### src/rtl/btn_event_if.sv
// Button event bus: debounced level and slow tick in, registered level and event strobes out.
// The slave side is the btn_event block, the master side is whoever drives the button level.
interface btn_event_if;
  logic tick;
  logic btn_db;
  logic held;
  logic press_pulse;
  logic short_pulse;
  logic long_pulse;
  logic repeat_pulse;

  modport master (
    output tick,
    output btn_db,
    input  held,
    input  press_pulse,
    input  short_pulse,
    input  long_pulse,
    input  repeat_pulse
  );

  modport slave (
    input  tick,
    input  btn_db,
    output held,
    output press_pulse,
    output short_pulse,
    output long_pulse,
    output repeat_pulse
  );
endinterface

### src/rtl/btn_event.sv
// btn_event: turns a debounced button level into one-clk press, short-release, long-press and
// auto-repeat strobes. Hold time is measured in ticks of the slow clk_div enable.
// Optional feature macro: BTN_REPEAT_EN (auto-repeat in the long state). When undefined,
// repeat_pulse is tied low and the counter stays at zero while long.
module btn_event #(
  parameter int unsigned LONG_TICKS   = 100,
  parameter int unsigned REPEAT_TICKS = 20,
  parameter int unsigned CNT_W        = 8
) (
  input logic        clk,
  input logic        reset,
  btn_event_if.slave bus
);

  typedef enum logic [1:0] {
    StIdle  = 2'd0,
    StPress = 2'd1,
    StLong  = 2'd2
  } state_e;

  localparam logic [CNT_W-1:0] LongLast = CNT_W'(LONG_TICKS - 1);

`ifdef BTN_REPEAT_EN
  localparam logic [CNT_W-1:0] RepeatLast = CNT_W'(REPEAT_TICKS - 1);
`else
  // Repeat spacing has no meaning without auto-repeat.
  logic unused_repeat_ticks;
  assign unused_repeat_ticks = ^REPEAT_TICKS;
  assign bus.repeat_pulse = 1'b0;
`endif

  state_e           state;
  logic [CNT_W-1:0] cnt;
  logic             rise;
  logic             fall;

  // Edges are taken against the registered level, so they line up with held.
  assign rise = bus.btn_db & ~bus.held;
  assign fall = ~bus.btn_db & bus.held;

  // Event FSM: level register, tick counter and all strobes are registered here.
  always_ff @(posedge clk or posedge reset) begin
    if (reset) begin
      state           <= StIdle;
      cnt             <= '0;
      bus.held        <= 1'b0;
      bus.press_pulse <= 1'b0;
      bus.short_pulse <= 1'b0;
      bus.long_pulse  <= 1'b0;
`ifdef BTN_REPEAT_EN
      bus.repeat_pulse <= 1'b0;
`endif
    end else begin
      bus.held        <= bus.btn_db;
      bus.press_pulse <= 1'b0;
      bus.short_pulse <= 1'b0;
      bus.long_pulse  <= 1'b0;
`ifdef BTN_REPEAT_EN
      bus.repeat_pulse <= 1'b0;
`endif
      unique case (state)
        StIdle: begin
          // A tick coinciding with the press is deliberately not counted.
          if (rise) begin
            bus.press_pulse <= 1'b1;
            cnt             <= '0;
            state           <= StPress;
          end
        end
        StPress: begin
          // Release wins over a simultaneous tick.
          if (fall) begin
            bus.short_pulse <= 1'b1;
            cnt             <= '0;
            state           <= StIdle;
          end else if (bus.tick) begin
            if (cnt == LongLast) begin
              bus.long_pulse <= 1'b1;
              cnt            <= '0;
              state          <= StLong;
            end else begin
              cnt <= cnt + CNT_W'(1);
            end
          end
        end
        StLong: begin
          if (fall) begin
            cnt   <= '0;
            state <= StIdle;
          end
`ifdef BTN_REPEAT_EN
          else if (bus.tick) begin
            if (cnt == RepeatLast) begin
              bus.repeat_pulse <= 1'b1;
              cnt              <= '0;
            end else begin
              cnt <= cnt + CNT_W'(1);
            end
          end
`endif
        end
        default: begin
          cnt   <= '0;
          state <= StIdle;
        end
      endcase
    end
  end

endmodule

### src/flat_wrapper.sv
// flat-port wrapper written by rule: the top's interface ports become plain ports
module btn_event_flat 
#(
  parameter int unsigned LONG_TICKS   = 100,
  parameter int unsigned REPEAT_TICKS = 20,
  parameter int unsigned CNT_W        = 8
)
  (clk, reset, bus_tick, bus_btn_db, bus_held, bus_press_pulse, bus_short_pulse, bus_long_pulse, bus_repeat_pulse);
  btn_event_if bus_i ();
  input logic clk;
  input logic reset;
  input wire logic [$bits(bus_i.tick)-1:0] bus_tick;
  input wire logic [$bits(bus_i.btn_db)-1:0] bus_btn_db;
  output wire logic [$bits(bus_i.held)-1:0] bus_held;
  output wire logic [$bits(bus_i.press_pulse)-1:0] bus_press_pulse;
  output wire logic [$bits(bus_i.short_pulse)-1:0] bus_short_pulse;
  output wire logic [$bits(bus_i.long_pulse)-1:0] bus_long_pulse;
  output wire logic [$bits(bus_i.repeat_pulse)-1:0] bus_repeat_pulse;
  assign bus_i.tick = bus_tick;
  assign bus_i.btn_db = bus_btn_db;
  assign bus_held = bus_i.held;
  assign bus_press_pulse = bus_i.press_pulse;
  assign bus_short_pulse = bus_i.short_pulse;
  assign bus_long_pulse = bus_i.long_pulse;
  assign bus_repeat_pulse = bus_i.repeat_pulse;
  btn_event #(.LONG_TICKS(LONG_TICKS), .REPEAT_TICKS(REPEAT_TICKS), .CNT_W(CNT_W)) u_core (.clk(clk), .reset(reset), .bus(bus_i));
endmodule
### config.mk
export PLATFORM = sky130hd
export DESIGN_NAME = btn_event_flat
export DESIGN_NICKNAME = d
export VERILOG_FILES = /design/src/rtl/btn_event_if.sv /design/src/rtl/btn_event.sv /design/src/flat_wrapper.sv
export SDC_FILE = /design/constraint.sdc
export NUM_CORES = 1
export LEC_CHECK = 0
export CAP_MARGIN = 5
export CORE_MARGIN = 2
export CORE_UTILIZATION = 40
export DETAILED_ROUTE_END_ITERATION = 8
export GPL_TIMING_DRIVEN = 0
export SYNTH_ARGS = -nofsm -noshare
export SYNTH_HDL_FRONTEND = slang
export SYNTH_SLANG_ARGS = --single-unit
### constraint.sdc
create_clock -name clk -period 1.63 [get_ports clk]
set_clock_uncertainty 0.2 [all_clocks]
set_input_delay 0.2445 -clock clk [delete_from_list [all_inputs] [get_ports clk]]
set_output_delay 0.2445 -clock clk [all_outputs]
set_load 0.05 [all_outputs]
==> flow_summary.ini, run 1 <==
[detailed_routing]
routed_wl_um = 1540
met3WireLength_um = 34
drt_iter0_drc = 3
viasPerCell = 5.00
wl_met1_um = 701
met2_length_um = 764
wl_per_cell_um = 12.9
antenna_left = 0
highest_layer = met4
drt_pass1_iterations = 4
drc_errors = 0
num_vias = 600

[power_and_ir_drop]
p_leak_nw = 0.461
p_int_w = 0.000780
comb_power_share = 0.440
power_frac_clock = 0.206
ir_worst_vdd_mv = 0.627
powerDensity_nw_per_um2 = 1210
p_sw_w = 0.000451
pwr-share-seq = 0.355
switching_share = 0.367

[worst_setup_path]
r2r_cells = 5
crit_path_max_fanout = 5
worstSetupStartpointType = flip-flop
slowest_stage = dfrtp_1
path_delay_family = simple AND/OR/NAND/NOR gates
crit_chain = or3_1, or3_1, buf_6, a31oi_1, o22ai_1
setup.worst_path.end_class = flip-flop
slowest_delay_ns = 0.40
r2r_start = u_core.cnt[4]$_DFFE_PP0P_
rr_endpoint = u_core.cnt[3]$_DFFE_PP0P_
critical_path_class = flip-flop to flip-flop
reg2reg_setup_slack_ns = -0.15
arrival_ns = 1.75
cp_common_cell = or3_1
required_ns = 1.61
path_buf_inv = 1

[placement]
dp_hpwl_um = 1040
place.gp.congestion = 0.718
io_buffers = 7
dp_slack_ns = -0.512

[die]
dieArea_um2 = 2230
start_util = 0.428
pin_count = 9
die_width_um = 47.2
fp.dieH_um = 47.2
core-area_um2 = 1750
num_rows = 15

[synth]
yosysSeqAreaShare = 0.469
ys_top_cells_by_count = 14 x dfrtp_1, 6 x nand2_1, 5 x inv_1, 5 x nand2b_1
syn-num-nets = 79
synthFlopType = dfrtp_1
ys.warnings.count = 0
synthCells = 73
yosysMostFrequentCell = dfrtp_1
synth_enable_flop_cells = 0
syn-cell-area_um2 = 747
syn_area_per_cell_um2 = 10.2
ys_ff_latch = 14
synth_top_area_share = 0.469
synth_area_leader_cell = dfrtp_1
synth.distinct_cells = 29
synth_area_leaders = dfrtp_1 47%, nand2b_1 4.2%, ha_1 3.4%, or3_1 3.4%, nor4b_4 3.2%
synth-async-reset-ratio = 1.00

[timing]
slew_headroom = 0.649
fin_crit_ns = 1.78
tightest_slew_ns = 0.526
hold_viol_final = 0
finalCritPeriodShare = 1.09
rsz0062_at_grt = yes
setup_viol = 11
max_freq_mhz = 563
drv_slew = 0
setup_slack_ns = -0.146

[clock_tree]
tritoncts = yes
clk_path_buf_depth = 2
insertion_delay_ns = 0.29
cts_buffers = 3
root_buffer = clkbuf_4
htreeDepth = 1
cts_sinks = 14
clkSlewWorstSetupHoldPaths_ns = 0.08

[flow_run]
drv_cap = 0

[global_route]
grt_pass1_vias = 565
grt_overflow = 0
grt_pass1_wl_um = 2470
antenna_found_initial = 0
track_usage = 0.165
grt_max_degree = 15

[layout]
nets = 102
drive_gt1_frac = 0.358
diodes = 0
final_util = 0.584
area_delta_synth_final_pct = 36.5

[status]
failed_checks = setup timing
status = finished with violations

[hold_path]
worstHoldPathType = primary input to asynchronous set/reset pin
cell type report:
class | instances | area [µm²]
Multi-Input combinational cell | 51 | 387
Tap cell | 25 | 31.3
Buffer | 3 | 32.5
Timing Repair Buffer | 18 | 159
Sequential cell | 14 | 355
Clock buffer | 4 | 36.3
Inverter | 5 | 18.8
Fill cell | 150 | 726
worst reg2reg max path: stages, from the launching register on:
cell     delay, ns
dfrtp_1       0.40
or3_1         0.34
or3_1         0.32
buf_6         0.15
a31oi_1       0.16
o22ai_1       0.09
timing repair:
| item | in CTS | in global routing |
|---|---|---|
| endpoints found under the setup margin | 15 | 11 |
| cloned | 1 | 0 |
| pin swaps | 8 | 3 |
| endpoints found under the hold margin | 0 | 1 |
| resized for setup | 16 | 5 |
| hold buffers | 0 | 1 |
| setup buffers | 8 | 1 |
placed cells by master, fill, tap and decap left out, types with 3 or more instances in the layout:
| master | netlist | layout |
|---|---|---|
| inv_1 | 5 | 5 |
| a21oi_1 | 3 | 3 |
| clkbuf_4 | 0 | 3 |
| o21ai_2 | 0 | 3 |
| nand3_1 | 4 | 4 |
| nand2b_1 | 5 | 5 |
| or3_1 | 4 | 4 |
| dfrtp_2 | 0 | 4 |
| nand2_1 | 6 | 6 |
| buf_4 | 1 | 10 |
| dlygate4sd2_1 | 0 | 3 |
| dfrtp_1 | 14 | 10 |
logic make-up (layout without fill, tap and decap cells):
logic type / after synthesis / count (layout) / synth area share
AOI/OAI and AO/OA: 19 / 19 / 0.167
adders and majority gates: 2 / 2 / 0.0335
buffers and inverters: 8 / 30 / 0.0687
DFF: 14 / 14 / 0.469
other: 1 / 1 / 0.00502
and+or+nand+nor: 29 / 29 / 0.256
routing by layer:
metal,up-vias,track usage
li1,300,-
met1,287,0.214
met2,8,0.252
met3,5,0.0231
met4,0,0.117
met5,-,0
worst max path at each step:
stage | end | slack, ns | startpoint | depth (start not counted)
after floorplan | u_core.state[0]$_DFFE_PP0P_ | -0.13 | u_core.cnt[3]$_DFFE_PP0P_ | 5
after global placement | u_core.cnt[4]$_DFFE_PP0P_ | -0.48 | bus_btn_db | 6
after detailed placement | u_core.cnt[4]$_DFFE_PP0P_ | -0.51 | bus_btn_db | 6
after CTS | u_core.cnt[4]$_DFFE_PP0P_ | -0.15 | u_core.state[0]$_DFFE_PP0P_ | 5
after global routing | u_core.cnt[3]$_DFFE_PP0P_ | -0.22 | u_core.cnt[0]$_DFFE_PP0P_ | 6
final | u_core.cnt[3]$_DFFE_PP0P_ | -0.15 | u_core.cnt[4]$_DFFE_PP0P_ | 5
state kept, by name, summed over array words and instances, names as in the netlist:
register / cells
u_core.bus.held: 1
u_core.bus.long_pulse: 1
u_core.bus.press_pulse: 1
u_core.bus.short_pulse: 1
u_core.cnt: 8
u_core.state: 2
power by group through the flow:
| stage | Combinational, W | Clock, W | Sequential [W] |
|---|---|---|---|
| floorplan | 0.000253 | 0 | 0.000481 |
| global placement | 0.000356 | 0 | 0.000463 |
| detailed placement | 0.000357 | 0 | 0.000466 |
| CTS | 0.000520 | 0.000264 | 0.000437 |
| global route | 0.000590 | 0.000270 | 0.000444 |
| finish | 0.000541 | 0.000253 | 0.000437 |
metrics by stage:
stage	hold WS, ns	instances	instance area (µm²)	power [W]	setup TNS (ns)
2_1_floorplan	-0.0663	73	748	0.000734	-1.08
3_3_place_gp	0.299	105	850	0.000818	-4.26
3_5_place_dp	0.314	105	850	0.000823	-4.69
4_1_cts	0.106	118	991	0.00122	-1.34
5_1_grt	0.149	120	1020	0.00130	-1.97
6_report	0.0899	120	1020	0.00123	-1.29
Power figures use the tool's default switching activity.
==> run 2: changes to the inputs <==
ABC_CLOCK_PERIOD_IN_PS = 1630   (was unset)
==> results of run 2 <==
Final layout, timing and power as in run 1 (identical DEF).
==> run 3: changes to the inputs <==
TNS_END_PERCENT = 50   (was unset)
==> run 3 against run 2 <==
  * The flow still finishes with violations (setup timing)
  * Via count is 1.5% higher
  * Sequential share of layout area is 0.50 points lower
  * Largest cell class unchanged
  * Flip-flop and latch count stayed put
  * Register-to-register slack worse by 0.06 ns
==> flow_summary.ini, run 3 (synthesis results as in run 1) <==
[layout]
top_register = u_core.cnt
drive_gt1_frac = 0.389
fillerInstances = 154
final_cell_mix = 11 x buf_4, 11 x dfrtp_1, 6 x nand2_1
nets = 102
reg_top3 = u_core.cnt: 8 flops, u_core.state: 2 flops
largest_register_ffs = 8
area_delta_synth_final_pct = 38.0
diodes = 0
final_cells = 120

[timing]
tightest_slew_ns = 0.535
drv_slew = 0
setup_slack_ns = -0.205
setup_viol = 11
slew_headroom = 0.643
finalSetupTns_ns = -1.57
hold_viol_final = 0
fin_crit_ns = 1.83
max_freq_mhz = 545
finalCritPeriodShare = 1.13
rsz0062_at_grt = yes
holdWs_ns = 0.0676

[worst_setup_path]
crit_path_max_fanout = 5
slowest_delay_ns = 0.44
required_ns = 1.61
crit_chain = or3_1, or3_4, a31oi_1, o22ai_2
slowest_stage = or3_4
critical_path_class = flip-flop to flip-flop
arrival_ns = 1.82
setup.worst_path.end_class = flip-flop
worstSetupStartpointType = flip-flop

[placement]
place.gp.congestion = 0.708
dp_hpwl_um = 1030
dp.cells = 105
io_buffers = 7

[hold_path]
worstHoldPathType = primary input to flip-flop

[clock_tree]
cts_buffers = 3
clk_path_buf_depth = 2
tritoncts = yes
cts_sinks = 14
root_buffer = clkbuf_4
clkSlewWorstSetupHoldPaths_ns = 0.09
insertion_delay_ns = 0.29
htreeDepth = 1

[global_route]
grt_overflow = 0
antenna_found_initial = 0
track_usage = 0.181
grt_pass1_wl_um = 2680
grt_pass1_vias = 577
grt_max_degree = 15

[power_and_ir_drop]
ir_worst_vdd_mv = 0.674
p_leak_nw = 0.458
pwr-share-seq = 0.353
switching_share = 0.373
comb_power_share = 0.439
p_sw_w = 0.000463
p_int_w = 0.000779
power_frac_clock = 0.209
powerDensity_nw_per_um2 = 1200

[detailed_routing]
antenna_left = 0
routed_wl_um = 1670
wl_per_cell_um = 13.9
viasPerCell = 5.08
num_vias = 609
drt_pass1_iterations = 4
drt_iter0_drc = 7
drc_errors = 0

[die]
num_rows = 15
die_width_um = 47.2
pin_count = 9
start_util = 0.428
core-area_um2 = 1750
fp.dieH_um = 47.2
dieArea_um2 = 2230

[status]
failed_checks = setup timing
status = finished with violations

[flow_run]
drv_cap = 0
==> run 3: power by group through the flow <==
stage	Sequential [W]	Clock (W)	Combinational [W]
floorplan	0.000481	0	0.000253
global placement	0.000462	0	0.000355
detailed placement	0.000465	0	0.000358
CTS	0.000435	0.000261	0.000519
global route	0.000443	0.000278	0.000602
finish	0.000438	0.000259	0.000545
==> run 3: worst paths after layout <==
| kind | slack [ns] | cells past startpoint | endpoint | startpoint |
|---|---|---|---|---|
| setup / recovery | -0.20 | 4 | u_core.cnt[4]$_DFFE_PP0P_ | u_core.cnt[3]$_DFFE_PP0P_ |
| hold / removal | 0.07 | 1 | u_core.bus.held$_DFF_PP0_ | bus_btn_db |
| setup reg to reg | -0.20 | 4 | u_core.cnt[4]$_DFFE_PP0P_ | u_core.cnt[3]$_DFFE_PP0P_ |
| hold reg to reg | 0.36 | 2 | u_core.cnt[7]$_DFFE_PP0P_ | u_core.cnt[7]$_DFFE_PP0P_ |
| max in group asynchronous | 0.75 | 2 | u_core.state[1]$_DFFE_PP0P_ | reset |
| min in group asynchronous | 0.09 | 2 | u_core.bus.short_pulse$_DFF_PP0_ | reset |
==> run 3: final cells by class <==
type                    count  area (µm²)  share of cell area
plain buffers               2        21.3              0.0206
multi-input cells          51         403               0.391
clock buffers               4        36.3              0.0352
well taps                  25        31.3              0.0303
inverters                   5        18.8              0.0182
repair buffers             19         166               0.161
flip-flops and latches     14         354               0.343
==> run 3: layer usage <==
layer,GRT usage,part of all wire,up-vias
li1,-,-,295
met1,0.243,0.45,299
met2,0.274,0.50,9
met3,0.0346,0.020,6
met4,0.100,0.026,0
met5,0,0,-
==> run 3: metrics by stage <==
stage	utilization	instance area [µm²]	setup WS (ns)	power, W
2_1_floorplan	-	748	-0.127	0.000734
3_3_place_gp	0.487	850	-0.472	0.000818
3_5_place_dp	0.487	850	-0.521	0.000822
4_1_cts	0.574	1000	-0.183	0.00121
5_1_grt	0.591	1030	-0.243	0.00132
6_report	0.591	1030	-0.205	0.00124
==> run 3: critical path: cells and delay by family (launching register included) <==
family	cells	cell delay [ns]
compound gates	2	0.34
flops	1	0.38
simple gates	2	0.81
==> run 3: timing repair <==
| item | CTS | global route |
|---|---|---|
| setup endpoints to repair | 15 | 11 |
| pin swaps | 6 | 4 |
| cloned | 1 | 0 |
| gates resized for setup | 17 | 6 |
| buffers inserted | 9 | 2 |
| hold buffers | 0 | 0 |
